$ cat config.mk
export PLATFORM = sky130hd
export DESIGN_NAME = lane_renderer
export DESIGN_NICKNAME = d
export VERILOG_FILES = /design/src/rtl/lane_renderer.sv
export SDC_FILE = /design/constraint.sdc
export NUM_CORES = 1
export LEC_CHECK = 0
export ABC_AREA = 1
export BUFFER_PORTS_ARGS = -buffer_cell sky130_fd_sc_hd__buf_2
export CAP_MARGIN = 20
export CORE_MARGIN = 4
export CORE_UTILIZATION = 35
export DETAILED_ROUTE_END_ITERATION = 16
export PLACE_DENSITY = 0.57
export SKIP_CTS_REPAIR_TIMING = 1
export SYNTH_ARGS = -nofsm -noshare
export SYNTH_HDL_FRONTEND = slang
export SYNTH_SLANG_ARGS = --single-unit
$ cat constraint.sdc
create_clock -name pclk -period 9.1 [get_ports pclk]
set_input_delay 0 -clock pclk [delete_from_list [all_inputs] [get_ports pclk]]
set_output_delay 0 -clock pclk [all_outputs]
set_load 0.005 [all_outputs]
$ cat src/rtl/lane_renderer.sv
// Pixel stage after the VGA timing controller: scrolling car lanes, player sprite, registered RGB and syncs.
// Optional hit detection is built when the COLLISION_EN macro is defined; otherwise collision is tied low.
module lane_renderer (
  input  logic        pclk,
  input  logic        reset,
  input  logic        valid,
  input  logic [9:0]  h_cnt,
  input  logic [9:0]  v_cnt,
  input  logic [3:0]  lane,
  input  logic        hsync_i,
  input  logic        vsync_i,
  input  logic [9:0]  player_x,
  input  logic [3:0]  player_lane,
  output logic [11:0] rgb,
  output logic        hsync_o,
  output logic        vsync_o,
  output logic        collision
);

  localparam logic [11:0] COL_BLACK  = 12'h000;
  localparam logic [11:0] COL_PLAYER = 12'hFF0;
  localparam logic [11:0] COL_CAR_O  = 12'hF00;
  localparam logic [11:0] COL_CAR_E  = 12'h00F;
  localparam logic [11:0] COL_DIV    = 12'hFFF;
  localparam logic [11:0] COL_GOAL   = 12'h0A0;
  localparam logic [11:0] COL_START  = 12'h888;
  localparam logic [11:0] COL_ROAD   = 12'h333;

  // Sync pipeline; vs_q doubles as the falling-edge detector for the frame tick.
  logic hs_q, vs_q;
  logic frame_tick;

  assign frame_tick = vs_q & ~vsync_i;

  always_ff @(posedge pclk) begin
    if (reset) begin
      hs_q <= 1'b1;
      vs_q <= 1'b1;
    end else begin
      hs_q <= hsync_i;
      vs_q <= vsync_i;
    end
  end

  assign hsync_o = hs_q;
  assign vsync_o = vs_q;

  // Player position is sampled only at the tick so the sprite never tears.
  logic [9:0] px_q, px_d;
  logic [3:0] pl_q, pl_d;

  always_comb begin
    px_d = px_q;
    pl_d = pl_q;
    if (frame_tick) begin
      px_d = player_x;
      pl_d = player_lane;
    end
  end

  always_ff @(posedge pclk) begin
    if (reset) begin
      px_q <= 10'd0;
      pl_q <= 4'd11;
    end else begin
      px_q <= px_d;
      pl_q <= pl_d;
    end
  end

  // Lane scroll offsets, kept strictly in 0..639 by exact modulo-640 wrap.
  logic [9:0]  off_q [1:10];
  logic [9:0]  off_d [1:10];
  logic [9:0]  spd;
  logic [10:0] fwd_sum;

  always_comb begin
    off_d   = off_q;
    spd     = 10'd0;
    fwd_sum = 11'd0;
    if (frame_tick) begin
      for (int n = 1; n <= 10; n++) begin
        spd = 10'((n % 4) + 1);
        if ((n % 2) == 1) begin
          off_d[n] = (off_q[n] < spd) ? (off_q[n] + 10'd640 - spd) : (off_q[n] - spd);
        end else begin
          fwd_sum  = {1'b0, off_q[n]} + {1'b0, spd};
          off_d[n] = (fwd_sum >= 11'd640) ? 10'(fwd_sum - 11'd640) : fwd_sum[9:0];
        end
      end
    end
  end

  always_ff @(posedge pclk) begin
    if (reset) begin
      for (int n = 1; n <= 10; n++) off_q[n] <= 10'd0;
    end else begin
      for (int n = 1; n <= 10; n++) off_q[n] <= off_d[n];
    end
  end

  // Per-pixel scene decode.
  logic        traffic_lane;
  logic [9:0]  cur_off;
  logic [9:0]  lane_base;
  logic [9:0]  row;
  logic [10:0] pos_sum;
  logic [10:0] pos;
  logic [10:0] px_end;
  logic        car_x, car_pix, player_pix, divider_pix;

  always_comb begin
    cur_off = 10'd0;
    for (int n = 1; n <= 10; n++) begin
      if (lane == 4'(n)) cur_off = off_q[n];
    end
  end

  always_comb begin
    traffic_lane = (lane >= 4'd1) && (lane <= 4'd10);
    lane_base    = 10'({lane, 5'b0}) + 10'({lane, 3'b0});
    row          = v_cnt - lane_base;
    pos_sum      = {1'b0, h_cnt} + {1'b0, cur_off};
    pos          = (pos_sum >= 11'd640) ? (pos_sum - 11'd640) : pos_sum;
    car_x        = (pos < 11'd64) ||
                   ((pos >= 11'd160) && (pos < 11'd224)) ||
                   ((pos >= 11'd320) && (pos < 11'd384)) ||
                   ((pos >= 11'd480) && (pos < 11'd544));
    car_pix      = traffic_lane && (row >= 10'd8) && (row < 10'd32) && car_x;
    px_end       = {1'b0, px_q} + 11'd32;
    player_pix   = (lane == pl_q) && (row >= 10'd4) && (row < 10'd36) &&
                   (h_cnt >= px_q) && ({1'b0, h_cnt} < px_end);
    divider_pix  = (lane >= 4'd2) && (lane <= 4'd10) && (row == 10'd0) && !h_cnt[4];
  end

  logic [11:0] rgb_q, rgb_d;

  always_comb begin
    rgb_d = COL_ROAD;
    if (!valid || (lane == 4'd15)) rgb_d = COL_BLACK;
    else if (player_pix)           rgb_d = COL_PLAYER;
    else if (car_pix && lane[0])   rgb_d = COL_CAR_O;
    else if (car_pix)              rgb_d = COL_CAR_E;
    else if (divider_pix)          rgb_d = COL_DIV;
    else if (lane == 4'd0)         rgb_d = COL_GOAL;
    else if (lane == 4'd11)        rgb_d = COL_START;
  end

  always_ff @(posedge pclk) begin
    if (reset) rgb_q <= COL_BLACK;
    else       rgb_q <= rgb_d;
  end

  assign rgb = rgb_q;

`ifdef COLLISION_EN
  // A set landing on the tick cycle wins over the clear.
  logic hit_q, hit_d, coll_q, coll_d, hit_set;

  assign hit_set = valid && player_pix && car_pix;

  always_comb begin
    hit_d  = hit_q;
    coll_d = 1'b0;
    if (frame_tick) begin
      coll_d = hit_q;
      hit_d  = 1'b0;
    end
    if (hit_set) hit_d = 1'b1;
  end

  always_ff @(posedge pclk) begin
    if (reset) begin
      hit_q  <= 1'b0;
      coll_q <= 1'b0;
    end else begin
      hit_q  <= hit_d;
      coll_q <= coll_d;
    end
  end

  assign collision = coll_q;
`else
  assign collision = 1'b0;
`endif

endmodule

==> impl_results.md <==
* Status: complete, no violations
* FFs w/ async S/R, synth at 0
* Crit start category: input port
* Hold WS at 0.1627 ns
* Top cell by count, worst path: nand2_1
* Most used DFF post-synth: dfxtp_1
* CTS Buffer Depth at 2
* Row Count at 55
* Pwr Density at about 180 nW/um2
* Max Cap Violations at 0
* Crit path launch: lane[0]
* Final Hold Fails at 0
* Crit Path Max Fanout at 17
* Number of synthesized flops with an enable pin at 0
* Register area share after synthesis at 0.2886
* Number of DRC markers in iteration 0 at ~380
* CTS Sinks at 119
* Synth cell types at between 40 and 50
* Setup TNS at 0 ns
* Hold Crit Start: v_cnt[1]
* Syn avg cell area at 6.652 um2
* First-pass GRT wire length at 35.62 mm
* Setup ws final at 4.490 ns
* Slew HR at 0.4499
* Vias in the first global route at around 7300
* IO buf count at 56
* Routed Wire Length at ~22 mm
* Clk slew on worst S/H paths at around 0.05 ns
* Post-layout util at 0.4186
* P&R area growth vs syn at 16.20%
* Final setup vio count at 0
* # DRC at 0
* Vias/cell at 4.900
* CTS tree: done
* FF+latch count, synth at 119
* CTS H-tree lvls at 4
* Synth Cell Area at 8255 um2
* Drt wl/cell at between 10 and 15 um
* Syn_nets at between 1000 and 1500
* Die ar. at 26110 um2
* Core Region at between 20000 and 25000 um2
* Worst r2r dst: rgb[2]$_SDFF_PP0_
* Skew final at around 0.0083 ns
* Worst Reg-to-Reg Cells at 30
* Worst EP required at about 9.4 ns
* Detailed Place HPWL at between 15 and 20 mm
* Worst Hold Endpoint: rgb[2]$_SDFF_PP0_
* Minimum clock period at 4.610 ns
* Max VDD drop at 0.09258 mV
* Die span in x at ~160 um
* Grt total ovfl at 0
* Initial antenna violation count at 0
* Worst hold-check path type: input port to flip-flop
* FF-to-FF Start: off_q[87]$_SDFFE_PP0P_
* Crit-path max cell delay at 0.52 ns
* Yosys Warn Count at 0
* Gp weighted congestion at between 0.8 and 0.9
* Largest net degree at the start of global routing at just over 80
* ANT nets after route at 0
* IO Count at just under 60
* Vias at approximately 8000
* Critical Path AT at around 5 ns
* Number of CTS-inserted buffers at 17
* Starting Density at 0.3603
* Worst slack, placed at between 4 and 5 ns
* Die height at around 160 um
* Fmax at between 200 and 250 MHz
* Fin. max-slew vios at 0
* Fill count at around 2400
* Final Cycle Share at 0.5066
* Gr usage total at 0.1672
* Unrepaired setup endpoints after global routing: false
* Clock tree root driver cell: clkbuf_16
* 1st-pass router iterations at 5
* Final Power at between 1.5 and 2 mW
* # diodes at 0
* Leakage at around 4.5 nW
* Layout cells sized above 1 at 0.09825
* Final #Nets at roughly 1400
* Hold path depth at 8
* Reg2Reg Setup Slack at roughly 4.9 ns
* Setup CP Type: input port to flip-flop
* Post-Syn Instances at 1241
* CP Capture Type: flip-flop
* Clock Latency Late Sink at between 0.4 and 0.5 ns
* Worst-Margin Slew at about 0.83 ns
* Crit-path slowest cell: dlygate4sd3_1
[critical path, delay by kind of cell]
family	cells	cell delay (ns)
and+or+nand+nor	15	1.79
AOI/OAI and AO/OA	8	1.49
buffers and inverters	6	1.03
adders and majority gates	2	0.58
[metal layers]
layer | routed length, um | part of all wire | global-route usage | vias to the layer above
met4 | 410 | 0.019 | 0.04459 | 0
met5 | 0 | 0 | 0 | -
li1 | - | - | - | 4207
met2 | 9886 | 0.45 | 0.2698 | 133
met3 | 835 | 0.038 | 0.03674 | 26
met1 | 11000 | 0.50 | 0.2266 | 3602
[synth_stat cells, drive strengths merged, types with 2 or more instances]
library cell | count | area [um2]
nand3 | 83 | 440.4
o22ai | 10 | 62.56
or2 | 8 | 50.05
dfxtp | 119 | 2382
o21ai | 134 | 674.4
nor4 | 6 | 37.54
o211ai | 24 | 180.2
clkbuf | 30 | 112.6
nand3b | 3 | 22.52
fa | 3 | 60.06
clkinv | 3 | 11.26
xor2 | 45 | 394.1
nand2 | 189 | 752.0
inv | 215 | 807.0
nor2 | 110 | 425.4
ha | 58 | 725.7
xnor2 | 10 | 87.58
o21a | 2 | 15.01
a31oi | 5 | 31.28
buf | 6 | 35.03
nand4 | 19 | 118.9
nor3 | 20 | 100.1
a21oi | 127 | 635.6
[flip-flops by register name, indices dropped and copies added, names as in the netlist]
name,count
px_q,10
hsync_o,1
pl_q,4
rgb,10
vsync_o,1
off_q,93
[metrics by stage]
step,area (um2),cells
3_5_place_dp,8817,1578
5_1_grt,9593,1626
3_3_place_gp,8817,1578
2_1_floorplan,8255,1241
6_report,9593,1626
4_1_cts,9413,1608
[worst max path at each step]
| stage | endpoint | slack [ns] |
|---|---|---|
| 5_1_grt | rgb[9]$_SDFF_PP0_ | 4.10 |
| 6_report | rgb[2]$_SDFF_PP0_ | 4.49 |
| 3_3_place_gp | rgb[9]$_SDFF_PP0_ | 4.56 |
| 2_1_floorplan | rgb[1]$_SDFF_PP0_ | 5.61 |
| 4_1_cts | rgb[2]$_SDFF_PP0_ | 4.91 |
| 3_5_place_dp | rgb[3]$_SDFF_PP0_ | 4.54 |
[cell usage in the layout, fill, tap and decap left out, types with 3 or more instances in the layout]
cell           synthesis  routed
dlygate4sd3_1          0      18
nor2_2                 5       5
nor2_1               105     105
bufinv_16              0       3
clkbuf_16              0      17
or2_2                  8       8
xor2_1                45      45
inv_2                  2       4
nand2_2               14      14
nand3b_1               3       3
o211ai_1              24      24
inv_1                213     213
buf_4                  3       4
clkinv_2               0       4
o22ai_1               10      10
nand2_1              174     173
a21oi_1              127     127
nand4_1               19      19
xnor2_1               10      10
nor3_1                20      20
o21ai_0              132     132
buf_2                  1      56
clkbuf_8               0       3
ha_1                  58      58
nand3_2                5       5
nand3_1               78      78
nor4_1                 6       6
fa_1                   3       3
dfxtp_1              119     119
a31oi_1                5       5
[cells by family (layout without fill, tap and decap cells)]
logic type,count (synthesis),in the layout,synth area share
compound gates,311,311,0.2029
simple gates,440,440,0.2375
buf+inv,254,326,0.1170
flops,119,119,0.2886
fa+ha+maj,61,61,0.09518
other cells,1,1,0.0004542
xor+xnor,55,55,0.05835
[layout make-up]
class,instances,area (um2),area share
clock inverters,9,125.1,0.01304
inverters,218,818.3,0.08530
multi-input cells,868,4915,0.5123
clock buffers,21,470.5,0.04904
well taps,313,391.6,0.04082
repair buffers,78,490.5,0.05113
flip-flops and latches,119,2382,0.2483
[where the power goes]
group / internal (mW) / total (mW) / switching (mW)
registers: 0.566 / 0.605 / 0.0394
clock network: 0.447 / 0.692 / 0.245
logic: 0.145 / 0.398 / 0.253
Power figures use the tool's default switching activity.
